[config.mk]
export PLATFORM = sky130hd
export DESIGN_NAME = md_issue_stage_flat
export DESIGN_NICKNAME = d
export VERILOG_FILES = /design/src/rtl/md_issue_stage_pkg.sv /design/src/rtl/md_issue_stage_if.sv /design/src/rtl/md_issue_stage_md_decode.sv /design/src/rtl/md_issue_stage.sv /design/src/flat_wrapper.sv
export SDC_FILE = /design/constraint.sdc
export NUM_CORES = 1
export LEC_CHECK = 0
export BUFFER_PORTS_ARGS = -buffer_cell sky130_fd_sc_hd__buf_2
export CORE_AREA = 2 2 116 118
export DETAILED_ROUTE_END_ITERATION = 10
export DIE_AREA = 0 0 118 120
export HOLD_SLACK_MARGIN = 0.12
export PLACE_DENSITY = 0.75
export SLEW_MARGIN = 15
export SYNTH_ARGS = -nofsm -noshare
export SYNTH_HDL_FRONTEND = slang
export SYNTH_SLANG_ARGS = --single-unit
[constraint.sdc]
create_clock -name clk -period 2.5 [get_ports clk]
set_clock_uncertainty 0.1 [all_clocks]
set_input_delay 0.25 -clock clk [delete_from_list [all_inputs] [get_ports clk]]
set_output_delay 0.25 -clock clk [all_outputs]
set_load 0.005 [all_outputs]
[src/rtl/md_issue_stage_pkg.sv]
`default_nettype none
// ============================================================================
// Module      : md_issue_stage_pkg
// Description : Shared opcode/funct encodings for the multiply/divide path
//               and the execute-slot record used by the issue stage.
// Revision    : 1.0 - initial release
// ============================================================================
package md_issue_stage_pkg;

  localparam int unsigned XLEN = 32;

  // Opcode and funct encodings, also used by the multiply/divide unit
  localparam logic [5:0] OP_SPECIAL = 6'b000000;
  localparam logic [5:0] FN_MULT    = 6'b011000;
  localparam logic [5:0] FN_MULTU   = 6'b011001;
  localparam logic [5:0] FN_DIV     = 6'b011010;
  localparam logic [5:0] FN_DIVU    = 6'b011011;
  localparam logic [5:0] FN_MFHI    = 6'b010000;
  localparam logic [5:0] FN_MTHI    = 6'b010001;
  localparam logic [5:0] FN_MFLO    = 6'b010010;
  localparam logic [5:0] FN_MTLO    = 6'b010011;

  // sll $0,$0,0 -- the canonical nop; never decodes as an MD instruction
  localparam logic [XLEN-1:0] NOP_INSTR = '0;

  // Contents of the execute-stage register
  typedef struct packed {
    logic [XLEN-1:0] instr;
    logic [XLEN-1:0] pc;
    logic [XLEN-1:0] rs_data;
    logic [XLEN-1:0] rt_data;
    logic            valid;
  } e_slot_t;

endpackage : md_issue_stage_pkg
`default_nettype wire

[src/rtl/md_issue_stage_if.sv]
`default_nettype none
// ============================================================================
// Module      : md_issue_stage_if
// Description : Decode-side inputs, MD-unit status, and execute-side outputs
//               of the issue stage. The slave modport is the stage itself.
// Revision    : 1.0 - initial release
// ============================================================================
interface md_issue_stage_if;
  import md_issue_stage_pkg::*;

  logic [XLEN-1:0] d_instr;
  logic [XLEN-1:0] d_pc;
  logic [XLEN-1:0] d_rs_data;
  logic [XLEN-1:0] d_rt_data;
  logic            d_valid;
  logic            ext_stall;
  logic            md_start;
  logic            md_busy;

  logic [XLEN-1:0] e_instr;
  logic [XLEN-1:0] e_pc;
  logic [XLEN-1:0] e_rs_data;
  logic [XLEN-1:0] e_rt_data;
  logic            e_valid;
  logic            d_stall;
  logic [XLEN-1:0] md_stall_cnt;

  // Surrounding pipeline / MD unit side
  modport master (
    output d_instr, d_pc, d_rs_data, d_rt_data, d_valid,
    output ext_stall, md_start, md_busy,
    input  e_instr, e_pc, e_rs_data, e_rt_data, e_valid,
    input  d_stall, md_stall_cnt
  );

  // Issue stage side
  modport slave (
    input  d_instr, d_pc, d_rs_data, d_rt_data, d_valid,
    input  ext_stall, md_start, md_busy,
    output e_instr, e_pc, e_rs_data, e_rt_data, e_valid,
    output d_stall, md_stall_cnt
  );

endinterface : md_issue_stage_if
`default_nettype wire

[src/rtl/md_issue_stage_md_decode.sv]
`default_nettype none
// ============================================================================
// Module      : md_decode
// Description : Flags instructions that use the multiply/divide unit or the
//               HI/LO registers. Purely combinational; shared with the
//               hazard unit.
// Revision    : 1.0 - initial release
// ============================================================================
module md_decode
  import md_issue_stage_pkg::*;
(
  input  wire logic [XLEN-1:0] i_instr,
  output logic                 o_is_md
);

  logic [5:0] w_opcode;
  logic [5:0] w_funct;

  assign w_opcode = i_instr[31:26];
  assign w_funct  = i_instr[5:0];

  // SPECIAL-opcode instructions whose funct selects the MD unit or HI/LO
  always_comb begin
    o_is_md = 1'b0;
    if (w_opcode == OP_SPECIAL) begin
      case (w_funct)
        FN_MULT, FN_MULTU, FN_DIV, FN_DIVU,
        FN_MFHI, FN_MTHI, FN_MFLO, FN_MTLO: o_is_md = 1'b1;
        default:                            o_is_md = 1'b0;
      endcase
    end
  end

endmodule : md_decode
`default_nettype wire

[src/rtl/md_issue_stage.sv]
`default_nettype none
// ============================================================================
// Module      : md_issue_stage
// Description : D->E issue register with multiply/divide structural hazard
//               detection. Holds MD instructions in decode while the MD unit
//               is starting or busy, inserts nop bubbles into execute, and
//               counts MD-induced stall cycles (saturating).
// Revision    : 1.0 - initial release
// ============================================================================
module md_issue_stage
  import md_issue_stage_pkg::*;
(
  input  wire logic        clk,
  input  wire logic        reset,
  md_issue_stage_if.slave  bus
);

  logic        w_d_is_md;
  logic        w_md_hazard;
  logic        w_d_stall;
  e_slot_t     r_e_slot;
  logic [XLEN-1:0] r_md_stall_cnt;

  md_decode u_md_decode (
    .i_instr (bus.d_instr),
    .o_is_md (w_d_is_md)
  );

  // An MD instruction may not issue while the unit is starting (the E
  // instruction is launching it this cycle) or still busy
  assign w_md_hazard = bus.d_valid & w_d_is_md & (bus.md_start | bus.md_busy);
  assign w_d_stall   = w_md_hazard | bus.ext_stall;

  // Execute register: load from decode, or inject a nop bubble on stall.
  // The bubble carries the decode PC so E always has a meaningful PC.
  always_ff @(posedge clk) begin
    if (reset) begin
      r_e_slot <= '0;
    end else if (w_d_stall) begin
      r_e_slot.instr   <= NOP_INSTR;
      r_e_slot.pc      <= bus.d_pc;
      r_e_slot.rs_data <= '0;
      r_e_slot.rt_data <= '0;
      r_e_slot.valid   <= 1'b0;
    end else begin
      r_e_slot.instr   <= bus.d_instr;
      r_e_slot.pc      <= bus.d_pc;
      r_e_slot.rs_data <= bus.d_rs_data;
      r_e_slot.rt_data <= bus.d_rt_data;
      r_e_slot.valid   <= bus.d_valid;
    end
  end

  // Count cycles lost to the MD unit only; saturates at all-ones
  always_ff @(posedge clk) begin
    if (reset) begin
      r_md_stall_cnt <= '0;
    end else if (w_md_hazard && (r_md_stall_cnt != '1)) begin
      r_md_stall_cnt <= r_md_stall_cnt + 1'b1;
    end
  end

  assign bus.e_instr      = r_e_slot.instr;
  assign bus.e_pc         = r_e_slot.pc;
  assign bus.e_rs_data    = r_e_slot.rs_data;
  assign bus.e_rt_data    = r_e_slot.rt_data;
  assign bus.e_valid      = r_e_slot.valid;
  assign bus.d_stall      = w_d_stall;
  assign bus.md_stall_cnt = r_md_stall_cnt;

endmodule : md_issue_stage
`default_nettype wire

[src/flat_wrapper.sv]
// flat-port wrapper written by rule: the top's interface ports become plain ports
module md_issue_stage_flat import md_issue_stage_pkg::*;
  (clk, reset, bus_d_instr, bus_d_pc, bus_d_rs_data, bus_d_rt_data, bus_d_valid, bus_ext_stall, bus_md_start, bus_md_busy, bus_e_instr, bus_e_pc, bus_e_rs_data, bus_e_rt_data, bus_e_valid, bus_d_stall, bus_md_stall_cnt);
  md_issue_stage_if bus_i ();
  input  wire logic clk;
  input  wire logic reset;
  input wire logic [$bits(bus_i.d_instr)-1:0] bus_d_instr;
  input wire logic [$bits(bus_i.d_pc)-1:0] bus_d_pc;
  input wire logic [$bits(bus_i.d_rs_data)-1:0] bus_d_rs_data;
  input wire logic [$bits(bus_i.d_rt_data)-1:0] bus_d_rt_data;
  input wire logic [$bits(bus_i.d_valid)-1:0] bus_d_valid;
  input wire logic [$bits(bus_i.ext_stall)-1:0] bus_ext_stall;
  input wire logic [$bits(bus_i.md_start)-1:0] bus_md_start;
  input wire logic [$bits(bus_i.md_busy)-1:0] bus_md_busy;
  output wire logic [$bits(bus_i.e_instr)-1:0] bus_e_instr;
  output wire logic [$bits(bus_i.e_pc)-1:0] bus_e_pc;
  output wire logic [$bits(bus_i.e_rs_data)-1:0] bus_e_rs_data;
  output wire logic [$bits(bus_i.e_rt_data)-1:0] bus_e_rt_data;
  output wire logic [$bits(bus_i.e_valid)-1:0] bus_e_valid;
  output wire logic [$bits(bus_i.d_stall)-1:0] bus_d_stall;
  output wire logic [$bits(bus_i.md_stall_cnt)-1:0] bus_md_stall_cnt;
  assign bus_i.d_instr = bus_d_instr;
  assign bus_i.d_pc = bus_d_pc;
  assign bus_i.d_rs_data = bus_d_rs_data;
  assign bus_i.d_rt_data = bus_d_rt_data;
  assign bus_i.d_valid = bus_d_valid;
  assign bus_i.ext_stall = bus_ext_stall;
  assign bus_i.md_start = bus_md_start;
  assign bus_i.md_busy = bus_md_busy;
  assign bus_e_instr = bus_i.e_instr;
  assign bus_e_pc = bus_i.e_pc;
  assign bus_e_rs_data = bus_i.e_rs_data;
  assign bus_e_rt_data = bus_i.e_rt_data;
  assign bus_e_valid = bus_i.e_valid;
  assign bus_d_stall = bus_i.d_stall;
  assign bus_md_stall_cnt = bus_i.md_stall_cnt;
  md_issue_stage u_core (.clk(clk), .reset(reset), .bus(bus_i));
endmodule
Yosys cells after proc, flatten, opt, wreduce, memory -nomap -nowiden
Memories as Yosys holds them, arrays and structs flattened.
Index checks and enable logic that the tools add are counted.
- register bits after elaboration: 161
- latch bits: 0
- RAM bits: 0
- bits in read-only memories: 32
- bits of input ports: 134
- logic and storage cells: 18
- memories: 1
- add/sub/neg operators: 1
- multipliers: 0
- div/mod/pow operators: 0
- $lt $le $gt $ge: 0
- equal/unequal tests: 1
- shift-type cells: 0
- muxes and demuxes: 2
- bitwise operators: 4
- reductions and logical operators: 3
- memory list (name ; depth ; width ; rd ports ; clocked after memory_dff ; wr ports ; RTL line ; RTL):
    (name not given) ; 32 ; 1 ; 1 ; 0 ; 0 ; md_issue_stage_md_decode.sv:26 ; case (w_funct)
- operator list (kind ; number):
    $add A32 B1 Y32 const B ; 1
    $ne A32 B32 Y1 const B ; 1
    $logic_not A6 Y1 ; 1
    $and A1 B1 Y1 ; 2
    $mux W1 ; 2
    $or A1 B1 Y1 ; 2
    $reduce_or A2 Y1 ; 1
    $logic_and A1 B1 Y1 ; 1

Depth between registers and ports, before layout
An unclocked memory read counts as a cell.
- depth after elaboration: 7
- depth in mapped cells: 7

Modules after synthesis
Synthesis repeated with hierarchy kept, for this count alone.
- cell total of the unflattened synthesis: 465
- area total of the unflattened synthesis: 5197.5 µm²
- by module, submodules not included (module ; times used ; cells an instance ; area an instance (µm²) ; sequential area each (µm²)):
    md_issue_stage ; 1 ; 462 ; 5168.7 ; 3223.1
    md_decode ; 1 ; 3 ; 28.8 ; 0.0

Worst setup path before layout
No wires, ideal clock.
- path kind: register -> register
- start point: reg u_core.r_md_stall_cnt[0], in the netlist u_core.bus.md_stall_cnt[0]
- end point: reg u_core.r_md_stall_cnt[26], in the netlist u_core.bus.md_stall_cnt[26]
- setup time: 0.070 ns
- arrival: 2.002 ns
- required time: 2.330 ns
- slack: 0.327 ns
- cell stages (with the launch flop): 7
- period minus slack after synthesis: 2.173 ns
- cells stage by stage: dfxtp_1 > ha_1 > and4_1 > nand2_1 > or4_1 > or3_1 > a21oi_1
- longest elaborated chain between the ends: 2
- elaborated cells between the ends (all ways): 3
- classes of those cells: 1 x add/sub; 1 x eq/ne; 1 x reduce/logical
- RTL lines (element ; RTL line ; RTL):
    start: declaration ; md_issue_stage.sv:22 ; logic [XLEN-1:0] r_md_stall_cnt;
    start signal: assignment ; md_issue_stage.sv:59 ; r_md_stall_cnt <= r_md_stall_cnt + 1'b1;
    parallel branches: the longest is 2 deep, another holds $add A32 B1 Y32 ; - ;
Parallel ways; which one is timed is not known.
A chain may end at the register's enable or synchronous reset.

Worst setup path after layout
- start point: in bus_d_instr[26]
- end point: out bus_d_stall
- longest elaborated chain between the ends: 5
- RTL lines (element ; RTL line ; RTL):
    start: declaration ; flat_wrapper.sv:7 ; input wire logic [$bits(bus_i.d_instr)-1:0] bus_d_instr;
    $logic_not A6 Y1 ; md_issue_stage_md_decode.sv:25 ; if (w_opcode == OP_SPECIAL) begin
    $mux W1 ; md_issue_stage_md_decode.sv:25 ;
    $and A1 B1 Y1 (2 in a row) ; md_issue_stage.sv:31 ; assign w_md_hazard = bus.d_valid & w_d_is_md & (bus.md_start | bus.md_busy);
    $or A1 B1 Y1 ; md_issue_stage.sv:32 ; assign w_d_stall = w_md_hazard | bus.ext_stall;
    end: declaration ; flat_wrapper.sv:20 ; output wire logic [$bits(bus_i.d_stall)-1:0] bus_d_stall;
Every way passes these cells.

==> results.yml <==
sta:
  slew_headroom_pct: 53.0
  final_min_period_over_clock_period_pct: 97.2
  tightest_slew_ns: 0.702
  post-route-worst-setup-slack_ns: 0.0688
  final_sum_of_negative_setup_slack_ns: 0
  rsz_0062_raised_after_global_routing: "no"
  finalMaxSlewViolations: 0
  highest_achievable_clock_rate_mhz: 411
  finalWorstPathRequiredPeriod_ns: 2.43
  setup_violations: 0
  hold_viol_final: 0
global_route:
  grt_antenna_before_repair: 0
  overflow: 0
  grt_start_max_net_pins: 86
  first_global_vias: 5177
  grt_first_pass_wirelength_um: 29200
  global_route.usage.total_pct: 27.0
clocking:
  cts_tree: "done"
  ctsHtreeMaxLevel: 4
  cts.clk_slew.worst_paths_ns: 0.06
  cts_max_path_buffers: 2
  number_of_cts_inserted_buffers: 17
  worst_skew_pair.late_latency_ns: 0.42
  cts_num_sinks: 161
  clk_root_buffer_cell: "sky130_fd_sc_hd__clkbuf_16"
setup_path:
  arrival_ns: 2.08
  critPathKind: "in -> out"
  startpoint_type: "input pin"
  crit_path_cell_trace: "dlygate4sd3_1 -> buf_2 -> nor4_2 -> buf_4 -> o2111a_2 -> buf_4 -> or2_2 -> buf_2"
  crit_path_end_kind: "output port"
  cpMaxStageDelayCell: "sky130_fd_sc_hd__dlygate4sd3_1"
  worst_path_largest_cell_delay_ns: 0.53
  worstPathMaxFanout: 6
  critPathRequiredTime_ns: 2.15
synth:
  synth_cell_type_count: 39
  post_synth_instance_area_um2: 5250
  synth-seq-area-share_pct: 61.4
  synth_seq_cells: 161
  syn-mean-instance-area_um2: 10.9
  syn_nets: 615
  yosysWarnings: 0
  synthCells: 480
placed_design:
  placedInstanceArea_um2: 6990
  post-dp-hpwl_um: 11500
  placement.io_buffers: 295
  gp_congestion: 0.791
  preCtsSetupSlack_ns: 0.178
floorplan:
  die_height_um: 120
  initial_utilization_pct: 40.5
  die_w_um: 118
  placeable_core_area_um2: 13000
  design.die.area_um2: 14200
  ioPinCount: 296
  fp-row-count: 42
route:
  routed-via-count: 5204
  detail_route.wirelength_um: 19400
  detail_route.drc_violations: 0
  via_per_inst: 4.70
  drtPass1Iterations: 5
  detail-route-antenna-nets: 0
  first_iter_violations: 390
  detail_route.wl_per_cell_um: 17.5
job:
  max-cap-violations: 0
layout:
  fraction_of_layout_cells_with_a_size_suffix_above_1_pct: 38.7
  signed_area_change_from_the_synthesized_netlist_to_the_final_layout_pct: 70.7
  finish.instance_area_um2: 8960
  design.final.nets: 1054
  diodes: 0
  finalCoreUtilization_pct: 69.1
power_and_ir_drop:
  cellLeakagePower_nw: 4.22
  max-vdd-ir-drop_v: 0.000446
  power.density_cell_area_nw_per_um2: 676
status:
  run_status: "complete, no violations"
min_path:
  hold_path.class: "in -> reg"
-- final cells by class --
class / instances / area (um^2)
inverters: 1 / 3.75
flip-flops and latches: 161 / 3220
clock buffers: 21 / 450
clock inverters: 11 / 200
fillers: 901 / 4020
repair buffers: 443 / 2920
well taps: 176 / 220
multi-input cells: 295 / 1940
-- state kept, by name, indices dropped and copies added (netlist names) --
| signal | cells |
|---|---|
| u_core.bus.e_instr | 32 |
| u_core.bus.e_pc | 32 |
| u_core.bus.e_rs_data | 32 |
| u_core.bus.e_rt_data | 32 |
| u_core.bus.md_stall_cnt | 32 |
| u_core.bus.e_valid | 1 |
-- worst max-delay path: cells and delay by family --
kind	cells	cell delay [ns]
AOI/OAI and AO/OA	1	0.31
buffers and inverters	5	1.14
and+or+nand+nor	2	0.38
-- power breakdown --
group	internal (W)	switching [W]	total [W]
clock	0.00181	0.00106	0.00287
sequential	0.00266	0.0000283	0.00268
combinational	0.000313	0.000194	0.000507
total	0.00478	0.00128	0.00606
-- kinds of logic after synthesis --
group	count (synthesis)	synth area share, %
buffers and inverters	24	2.19
AO/OA/AOI/OAI	50	6.50
flip-flops	161	61.4
adder cells (fa/ha/maj)	1	0.238
XOR/XNOR	2	0.334
AND/OR/NAND/NOR	236	28.0
multiplexers	6	1.33
-- cell usage in the layout (no fill, tap or decap), types with 6 or more instances in the layout --
master / synthesis / routed
sky130_fd_sc_hd__a21oi_1: 21 / 21
sky130_fd_sc_hd__and2_1: 101 / 101
sky130_fd_sc_hd__and4_1: 6 / 6
sky130_fd_sc_hd__buf_2: 2 / 295
sky130_fd_sc_hd__buf_4: 0 / 18
sky130_fd_sc_hd__clkbuf_16: 0 / 17
sky130_fd_sc_hd__dfxtp_1: 161 / 161
sky130_fd_sc_hd__dlygate4sd3_1: 0 / 129
sky130_fd_sc_hd__nand2_1: 15 / 15
sky130_fd_sc_hd__nand3_1: 11 / 11
sky130_fd_sc_hd__nand4_1: 11 / 11
sky130_fd_sc_hd__nor2_1: 10 / 10
sky130_fd_sc_hd__nor2b_1: 41 / 41
sky130_fd_sc_hd__o21ai_1: 10 / 10
sky130_fd_sc_hd__o31ai_1: 10 / 10
sky130_fd_sc_hd__or3_1: 11 / 11
sky130_fd_sc_hd__or4_1: 13 / 13
-- worst paths after layout --
path | slack, ns | startpoint | cells after the start | to
worst min-delay path | 0.14 | bus_ext_stall | 3 | u_core.bus.e_instr[11]
worst min register to register | 0.42 | u_core.bus.md_stall_cnt[23] | 2 | u_core.bus.md_stall_cnt[23]
worst max-delay path | 0.07 | bus_d_instr[26] | 8 | bus_d_stall
worst max register to register | 0.21 | u_core.bus.md_stall_cnt[20] | 7 | u_core.bus.md_stall_cnt[0]
-- per-stage QoR --
stage | instances | hold WS, ns | power, W
global route | 1108 | 0.148 | 0.00624
CTS | 1107 | 0.138 | 0.00604
finish | 1108 | 0.138 | 0.00606
floorplan | 480 | 0.272 | 0.00284
global placement | 946 | 0.348 | 0.00304
detailed placement | 946 | 0.353 | 0.00305
-- routing by layer --
layer  GRT usage [%]  wire length, um  vias up
met2            48.3            10000      225
met1            29.6             7420     2428
met5               0                0        -
met4            11.4              713        0
met3            8.17             1290       48
li1                -                -     2503
-- cells in the mapped netlist --
| cell | number | area (um^2) |
|---|---|---|
| sky130_fd_sc_hd__dfxtp_1 | 161 | 3220 |
| sky130_fd_sc_hd__and2_1 | 101 | 632 |
| sky130_fd_sc_hd__nor2b_1 | 41 | 257 |
| sky130_fd_sc_hd__a21oi_1 | 21 | 105 |
| sky130_fd_sc_hd__clkbuf_1 | 18 | 67.6 |
| sky130_fd_sc_hd__nand2_1 | 15 | 56.3 |
| sky130_fd_sc_hd__or4_1 | 13 | 97.6 |
| sky130_fd_sc_hd__nand3_1 | 11 | 55.1 |
| sky130_fd_sc_hd__nand4_1 | 11 | 68.8 |
| sky130_fd_sc_hd__or3_1 | 11 | 68.8 |
| sky130_fd_sc_hd__nor2_1 | 10 | 37.5 |
| sky130_fd_sc_hd__o21ai_1 | 10 | 50.1 |
| sky130_fd_sc_hd__o31ai_1 | 10 | 75.1 |
| sky130_fd_sc_hd__and4_1 | 6 | 52.6 |
| sky130_fd_sc_hd__o21ai_0 | 5 | 25.0 |
| sky130_fd_sc_hd__mux2_1 | 4 | 45.0 |
| sky130_fd_sc_hd__buf_6 | 3 | 33.8 |
| sky130_fd_sc_hd__nor4_1 | 3 | 18.8 |
| sky130_fd_sc_hd__nor4b_1 | 3 | 26.3 |
| sky130_fd_sc_hd__buf_2 | 2 | 10.0 |
| sky130_fd_sc_hd__nor3_2 | 2 | 20.0 |
| sky130_fd_sc_hd__xor2_1 | 2 | 17.5 |
| sky130_fd_sc_hd__and2_2 | 1 | 7.51 |
| sky130_fd_sc_hd__and4_2 | 1 | 10.0 |
| sky130_fd_sc_hd__ha_1 | 1 | 12.5 |
| sky130_fd_sc_hd__inv_1 | 1 | 3.75 |
| sky130_fd_sc_hd__mux2_4 | 1 | 15.0 |
| sky130_fd_sc_hd__mux2i_1 | 1 | 10.0 |
| sky130_fd_sc_hd__nand3_2 | 1 | 10.0 |
| sky130_fd_sc_hd__nand4_2 | 1 | 12.5 |
| sky130_fd_sc_hd__nor3_1 | 1 | 5.00 |
| sky130_fd_sc_hd__nor4_2 | 1 | 12.5 |
| sky130_fd_sc_hd__o2111a_2 | 1 | 12.5 |
| sky130_fd_sc_hd__o2111ai_4 | 1 | 26.3 |
| sky130_fd_sc_hd__o311ai_4 | 1 | 26.3 |
| sky130_fd_sc_hd__o31ai_4 | 1 | 21.3 |
| sky130_fd_sc_hd__or2_2 | 1 | 6.26 |
| sky130_fd_sc_hd__or3_2 | 1 | 7.51 |
| sky130_fd_sc_hd__or4b_1 | 1 | 10.0 |
-- repair_timing --
item,CTS,global route
resized for setup,0,4
endpoints found under the hold margin,129,0
hold buffers,129,0
setup buffers,0,1
endpoints found under the setup margin,0,11
(Power assumes the default switching activity.)
